===== config.mk =====
export PLATFORM = sky130hd
export DESIGN_NAME = proc_dmem_ctrl
export DESIGN_NICKNAME = d
export VERILOG_FILES = /design/src/rtl/proc_dmem_ctrl_pkg.sv /design/src/rtl/proc_dmem_ctrl_trace_fifo.sv /design/src/rtl/proc_dmem_ctrl.sv
export SDC_FILE = /design/constraint.sdc
export NUM_CORES = 2
export LEC_CHECK = 0
export ABC_AREA = 1
export ABC_CLOCK_PERIOD_IN_PS = 5300
export CORE_MARGIN = 5
export CORE_UTILIZATION = 50
export DETAILED_ROUTE_END_ITERATION = 6
export PLACE_DENSITY = 0.61
export SYNTH_ARGS = -nofsm -noshare
export SYNTH_HDL_FRONTEND = slang
export SYNTH_SLANG_ARGS = --single-unit

===== constraint.sdc =====
create_clock -name clk -period 5.3 [get_ports clk]
set_input_delay 1.325 -clock clk [delete_from_list [all_inputs] [get_ports clk]]
set_output_delay 1.325 -clock clk [all_outputs]
set_load 0.005 [all_outputs]

===== src/rtl/proc_dmem_ctrl_pkg.sv =====
// Shared types and constants for the processor data-memory stage.
// The trace path is built only when PROC_DMEM_TRACE_EN is defined.
package proc_dmem_package;

    localparam int PROC_DMEM_ADDR_W      = 8;
    localparam int PROC_DMEM_DATA_W      = 8;
    localparam int PROC_DMEM_TRACE_DEPTH = 4;

    // One committed write as seen by the sign-off harness.
    typedef struct packed {
        logic [PROC_DMEM_ADDR_W-1:0] addr;
        logic [PROC_DMEM_DATA_W-1:0] data;
    } proc_dmem_trace_t;

    typedef enum logic {
        EMPTY  = 1'b0,
        ACTIVE = 1'b1
    } proc_dmem_trace_state_t;

    // Drop counter step that sticks at its maximum instead of wrapping.
    function automatic logic [7:0] proc_dmem_sat_inc(input logic [7:0] value);
        logic [7:0] result;
        if (value == 8'hFF) begin
            result = value;
        end else begin
            result = value + 8'd1;
        end
        return result;
    endfunction

endpackage


===== src/rtl/proc_dmem_ctrl_trace_fifo.sv =====
// Trace FIFO for committed writes: storage, occupancy FSM and drop counter.
// Pushes never stall the core; a push into a full FIFO without a pop is dropped.
// Instantiated by proc_dmem_ctrl only when PROC_DMEM_TRACE_EN is defined.
module proc_dmem_trace_fifo
    import proc_dmem_package::*;
#(
    parameter int ADDR_W = PROC_DMEM_ADDR_W,
    parameter int DATA_W = PROC_DMEM_DATA_W,
    parameter int DEPTH  = PROC_DMEM_TRACE_DEPTH
) (
    input  logic              clk,
    input  logic              rst,
    input  logic              push_valid,
    input  logic [ADDR_W-1:0] push_addr,
    input  logic [DATA_W-1:0] push_data,
    input  logic              trace_ready,
    output logic              trace_valid,
    output logic [ADDR_W-1:0] trace_addr,
    output logic [DATA_W-1:0] trace_data,
    output logic [7:0]        trace_drops
);

    localparam int PTR_W = $clog2(DEPTH);
    localparam int CNT_W = PTR_W + 1;

    logic [ADDR_W-1:0]      addr_mem_r [DEPTH];
    logic [DATA_W-1:0]      data_mem_r [DEPTH];
    logic [PTR_W-1:0]       wr_ptr_r;
    logic [PTR_W-1:0]       rd_ptr_r;
    logic [CNT_W-1:0]       count_r;
    logic [CNT_W-1:0]       count_next_s;
    logic [7:0]             drops_r;
    proc_dmem_trace_state_t state_r;
    proc_dmem_trace_state_t state_next_s;

    logic pop_s;
    logic accept_s;
    logic drop_s;

    // Pop depends only on registered state plus ready; a pop frees a slot for a same-cycle push.
    always_comb begin
        pop_s    = (state_r == ACTIVE) && trace_ready;
        accept_s = push_valid && ((count_r < CNT_W'(DEPTH)) || pop_s);
        drop_s   = push_valid && !accept_s;
    end

    // Next occupancy and FSM state.
    always_comb begin
        count_next_s = count_r;
        state_next_s = state_r;
        case ({accept_s, pop_s})
            2'b10:   count_next_s = count_r + CNT_W'(1);
            2'b01:   count_next_s = count_r - CNT_W'(1);
            default: count_next_s = count_r;
        endcase
        case (state_r)
            EMPTY: begin
                if (accept_s) begin
                    state_next_s = ACTIVE;
                end else begin
                    state_next_s = EMPTY;
                end
            end
            ACTIVE: begin
                if (pop_s && !accept_s && (count_r == CNT_W'(1))) begin
                    state_next_s = EMPTY;
                end else begin
                    state_next_s = ACTIVE;
                end
            end
            default: state_next_s = EMPTY;
        endcase
    end

    // Control registers: state, pointers, occupancy and saturating drop count.
    always_ff @(posedge clk or negedge rst) begin
        if (!rst) begin
            state_r  <= EMPTY;
            wr_ptr_r <= '0;
            rd_ptr_r <= '0;
            count_r  <= '0;
            drops_r  <= 8'd0;
        end else begin
            state_r <= state_next_s;
            count_r <= count_next_s;
            if (accept_s) begin
                wr_ptr_r <= wr_ptr_r + PTR_W'(1);
            end
            if (pop_s) begin
                rd_ptr_r <= rd_ptr_r + PTR_W'(1);
            end
            if (drop_s) begin
                drops_r <= proc_dmem_sat_inc(drops_r);
            end
        end
    end

    // Entry storage; cleared on reset so the head reads zero afterwards.
    always_ff @(posedge clk or negedge rst) begin
        if (!rst) begin
            for (int i = 0; i < DEPTH; i++) begin
                addr_mem_r[i] <= '0;
                data_mem_r[i] <= '0;
            end
        end else if (accept_s) begin
            addr_mem_r[wr_ptr_r] <= push_addr;
            data_mem_r[wr_ptr_r] <= push_data;
        end
    end

    assign trace_valid = (state_r == ACTIVE);
    assign trace_addr  = addr_mem_r[rd_ptr_r];
    assign trace_data  = data_mem_r[rd_ptr_r];
    assign trace_drops = drops_r;

endmodule


===== src/rtl/proc_dmem_ctrl.sv =====
// Data-memory stage: 2^ADDR_W x DATA_W array, combinational read, clocked write.
// Define PROC_DMEM_TRACE_EN to add the committed-write trace FIFO; otherwise
// the trace outputs are tied to zero and trace_ready is ignored.
module proc_dmem_ctrl
    import proc_dmem_package::*;
#(
    parameter int ADDR_W      = PROC_DMEM_ADDR_W,
    parameter int DATA_W      = PROC_DMEM_DATA_W,
    parameter int TRACE_DEPTH = PROC_DMEM_TRACE_DEPTH
) (
    input  logic              clk,
    input  logic              rst,
    input  logic [ADDR_W-1:0] dataaddr_sig,
    input  logic [DATA_W-1:0] dataout_sig,
    input  logic              wen_sig,
    output logic [DATA_W-1:0] datain_sig,
    output logic              trace_valid,
    input  logic              trace_ready,
    output logic [ADDR_W-1:0] trace_addr,
    output logic [DATA_W-1:0] trace_data,
    output logic [7:0]        trace_drops
);

    localparam int MEM_DEPTH = 2 ** ADDR_W;

    logic [DATA_W-1:0] mem_r [MEM_DEPTH];

    // Array write; reset clears every byte so reads return zero.
    always_ff @(posedge clk or negedge rst) begin
        if (!rst) begin
            for (int i = 0; i < MEM_DEPTH; i++) begin
                mem_r[i] <= '0;
            end
        end else if (wen_sig) begin
            mem_r[dataaddr_sig] <= dataout_sig;
        end
    end

    // Read shows the pre-write value during a same-address write.
    assign datain_sig = mem_r[dataaddr_sig];

`ifdef PROC_DMEM_TRACE_EN
    proc_dmem_trace_fifo #(
        .ADDR_W (ADDR_W),
        .DATA_W (DATA_W),
        .DEPTH  (TRACE_DEPTH)
    ) u_trace_fifo (
        .clk         (clk),
        .rst         (rst),
        .push_valid  (wen_sig),
        .push_addr   (dataaddr_sig),
        .push_data   (dataout_sig),
        .trace_ready (trace_ready),
        .trace_valid (trace_valid),
        .trace_addr  (trace_addr),
        .trace_data  (trace_data),
        .trace_drops (trace_drops)
    );
`else
    logic unused_trace_ready_s;

    assign unused_trace_ready_s = trace_ready;
    assign trace_valid          = 1'b0;
    assign trace_addr           = '0;
    assign trace_data           = '0;
    assign trace_drops          = 8'd0;
`endif

endmodule


Yosys cells after proc, flatten, opt, wreduce, memory -nomap -nowiden
Index checks and enable logic that the tools add are counted.
{ "word_totals": {"reg_bits": 2048, "in_bits": 20, "elab_cells": 266} }
{ "op_classes": {"n_lt_le_gt_ge": 2, "mux": 6, "bitwise": 1, "reduce_logical": 1} }
{ "ops": {"columns": ["cell", "count"], "rows": [
  ["$bwmux 2048", 1],
  ["$bmux 8 s8", 1],
  ["$demux 8 s8", 1],
  ["$mux 8", 3],
  ["$ge 9x9->1 const B", 1],
  ["$lt 9x1->1 const B", 1],
  ["$not 8->9", 1],
  ["$logic_and 1x1->1", 1]
]} }

Depth between registers and ports, before layout
{ "logic_depth": {"depth_word": 6, "ltp_mapped": 17, "depth_no_buf": 13} }

Worst setup path after synthesis
Ideal clock, no wire load.
{ "synth_timing": {"kind": "input -> output", "from": "in dataaddr_sig[0]", "to": "out datain_sig[0]", "arrival_time_ns": 2.810, "required_ns": 3.975, "slack_ns": 1.165, "stages": 16, "path_buffers": 4, "cell_sequence": "buf_2 > buf_4 > nand2_4 > inv_1 > buf_2 > buf_2 > nand2_1 > nand2_1 > o21ai_1 > nand2_1 > o21ai_0 > nand2_1 > nor2_1 > nor2_1 > nor2_1 > nand2_1"} }
{ "synth_between": {"elab_chain_cells": 4} }
{ "synth_rtl": {"columns": ["element", "line_no", "text"], "rows": [
  ["from (decl)", "proc_dmem_ctrl.sv:13", "input logic [ADDR_W-1:0] dataaddr_sig,"],
  ["$not 8->9 (not written as such)", "proc_dmem_ctrl.sv:40", "assign datain_sig = mem_r[dataaddr_sig];"],
  ["$bmux 8 s8", "proc_dmem_ctrl.sv:40", null],
  ["$mux 8 (not written as such) (2 in a row)", "proc_dmem_ctrl.sv:40", null],
  ["to (decl)", "proc_dmem_ctrl.sv:16", "output logic [DATA_W-1:0] datain_sig,"]
]} }
Every way passes these cells. The select of a mux whose other input is x is not followed.

Worst setup path after layout
{ "layout_timing": {"from": "in dataaddr_sig[3]", "to": "out datain_sig[0]"} }
Same word-level chain as after synthesis.

==> results.cfg <==
[clocking]
cts_buffers = 218
ctsHtreeMaxLevel = 4
cts.sinks = 2048
cts_tree = yes
cts_buffer_depth = 3
clock_latency_ns = 0.84
clk_pin_slew_ns = 0.06
cts-root-buf = clkbuf_16

[sta]
finalCritPeriodShare_pct = 99.6
fmax_ghz = 0.189
slew_headroom_pct = 23.9
setup_tns_ns = 0
hold-worst-slack_ns = 0.426
rsz0062_at_grt = yes
fin_ws_ns = 0.0222
period_minus_slack_ns = 5.28
drv_slew = 0
clock_skew_ns = 0
finalSetupViolations = 0
final_hold_viol_count = 0
worst_pin_slew_ns = 1.14

[grt]
grt_max_degree = 177
grt-ovfl-total = 0
groute.usage.overall_pct = 30.7
grt_pass1_wl_um = 474000
antenna_found_initial = 9
grt_pass1_vias = 77703

[layout]
most-common-layout-cells = nand2_1 (6862), o21ai_0 (2111), dfrtp_1 (2048), buf_4 (368), clkbuf_16 (224)
largest_register_ffs = 2048
largest_register = mem_r
area_delta_synth_final_pct = 13.9
drive_gt1_share_pct = 7.65
utilization_pct = 57.3
top_regs = mem_r: 2048 flops
mostFrequentLayoutCell = nand2_1
final_nets = 12509

[hold_path]
min_path_type = input pin to asynchronous set/reset pin

[die]
die_h_um = 445
dieArea_mm2 = 0.198
io_pins = 53
core_area_mm2 = 0.188
rows = 159
initial_utilization_pct = 50.3
die_w_um = 445

[synthesis]
synth-xor-area-share_pct = 0
avgSynthCellArea_um2 = 7.48
synth_compound_area_share_pct = 12.1
yosys.area_share.adder_pct = 0
synth_top_family_by_area = simple AND/OR/NAND/NOR gates
synthSimpleGateAreaFrac_pct = 29.3
ys_seq_area_share_pct = 54.2
muxShareOfSynthArea_pct = 0
synth-seq-cells = 2048
yosysWarnings = 0
syn_area_mm2 = 0.0945
yosysUniqueCellTypes = 19
netlist_instances = 12633

[worst_setup_path]
timing.rr.start = mem_r[1482]
critPathLaunchType = input pin
cp.required_ns = 3.97
startpoint = dataaddr_sig[3]
endpoint_kind = output pin
timing.rr.end = mem_r[1482]
cp.arrival_ns = 3.95
cp_max_fo = 24
crit_type = input pin to output pin
worst-r2r-cell-count = 2
rrSetupSlack_ns = 4.57

[route]
post_drt_wl_per_cell_um = 20.2
drt_iter0_markers = 8551
vias_per_cell = 5.45
ant_nets = 0
route.detailed.drc = 0
wl_um = 306000
dr.pass1.iters = 6
num_vias = 82616

[job]
cap_violations = 0

[power_and_ir_drop]
seq_power_share_pct = 47.0
power_mw = 35.8
swShare_pct = 25.3
comb_power_share_pct = 9.0
peakVddDrop_v = 0.000279
pwr_density_cell_mw_per_mm2 = 332
intPower_mw = 26.7
p_leak_nw = 54.0
p_sw_mw = 9.04
clockPowerShare_pct = 44.0

[placement]
portBuffers = 26
gp_congestion = 0.945
pre_cts_slack_ns = -0.664
dp_hpwl_um = 192000

[status]
status = complete, no violations
metal layers:
layer | vias up | share of wire, % | routed length, um | track usage (%)
li1 | 39521 | - | - | -
met5 | - | 0.023 | 70 | 0
met1 | 39668 | 44 | 134000 | 43.7
met2 | 2848 | 45 | 137000 | 48.0
met3 | 569 | 7.5 | 22800 | 5.05
met4 | 10 | 3.9 | 12000 | 10.7
timing repair:
action | in CTS | in global routing
gates cloned | 7 | 1
gates resized for setup | 103 | 51
setup buffers | 8 | 2
endpoints found under the setup margin | 8 | 8
hold endpoints to repair | 0 | 0
hold buffers | 0 | 0
pin swaps | 18 | 33
synth_stat cells:
cell / count / share of area [%]
inv_1: 88 / 0.35
o21ai_1: 39 / 0.21
conb_1: 1 / 0.0040
buf_6: 1 / 0.012
nand2_4: 1 / 0.012
a21oi_1: 80 / 0.42
nor3_2: 19 / 0.20
o21ai_0: 2169 / 11
buf_4: 29 / 0.23
buf_1: 45 / 0.18
nand2_1: 6885 / 27
clkbuf_1: 691 / 2.7
inv_2: 11 / 0.044
dfrtp_1: 2048 / 54
nor2_2: 4 / 0.026
nand3_1: 184 / 0.97
nor2_1: 177 / 0.70
nor2_4: 2 / 0.024
buf_2: 159 / 0.84
worst max-delay path by stage:
stage / end / slack (ns)
floorplan: datain_sig[0] / 1.16
global placement: datain_sig[7] / -0.73
detailed placement: datain_sig[6] / -0.66
CTS: datain_sig[7] / -0.04
global route: datain_sig[0] / -0.01
finish: datain_sig[0] / 0.02
power by group through the flow:
| stage | combinational (mW) | sequential, mW | clock, mW |
|---|---|---|---|
| 6_report | 3.22 | 16.8 | 15.8 |
| 5_1_grt | 3.58 | 16.9 | 16.7 |
| 4_1_cts | 3.21 | 16.8 | 16.0 |
| 3_5_place_dp | 3.14 | 17.1 | 0 |
| 3_3_place_gp | 3.09 | 17.0 | 0 |
| 2_1_floorplan | 1.65 | 17.0 | 0 |
final cells by class:
cell class,count,area [um2]
Fill cell,17521,80300
Sequential cell,2048,51200
Multi-Input combinational cell,9585,39500
Clock buffer,322,6500
Timing Repair Buffer,537,5920
Tap cell,2495,3120
Clock inverter,70,875
Inverter,99,457
Antenna cell,7,17.5
worst max-delay path, stage by stage:
cell and delay [ns]:
clkdlybuf4s50_1 0.48, buf_6 0.15, nor2_4 0.06, buf_12 0.15
buf_4 0.18, buf_12 0.16, nand2_1 0.07, nand2_1 0.06
o21ai_1 0.15, nand2_2 0.14, nor2_4 0.24, buf_4 0.14
nor2_1 0.05, nor2_1 0.15, nand2_2 0.11, dlygate4sd2_1 0.28
kinds of logic after synthesis:
kind of cell           count (synthesis)
AO/OA/AOI/OAI                       2288
buffers and inverters               1024
flip-flops                          2048
other                                  1
AND/OR/NAND/NOR                     7272
per-stage QoR:
stage / cells / cell area (um2)
after floorplan: 12657 / 94600
after global placement: 14747 / 99700
after detailed placement: 14747 / 99700
after CTS: 15154 / 108000
after global routing: 15158 / 108000
final: 15163 / 108000
Note: power is estimated with default switching activity, not from simulation.
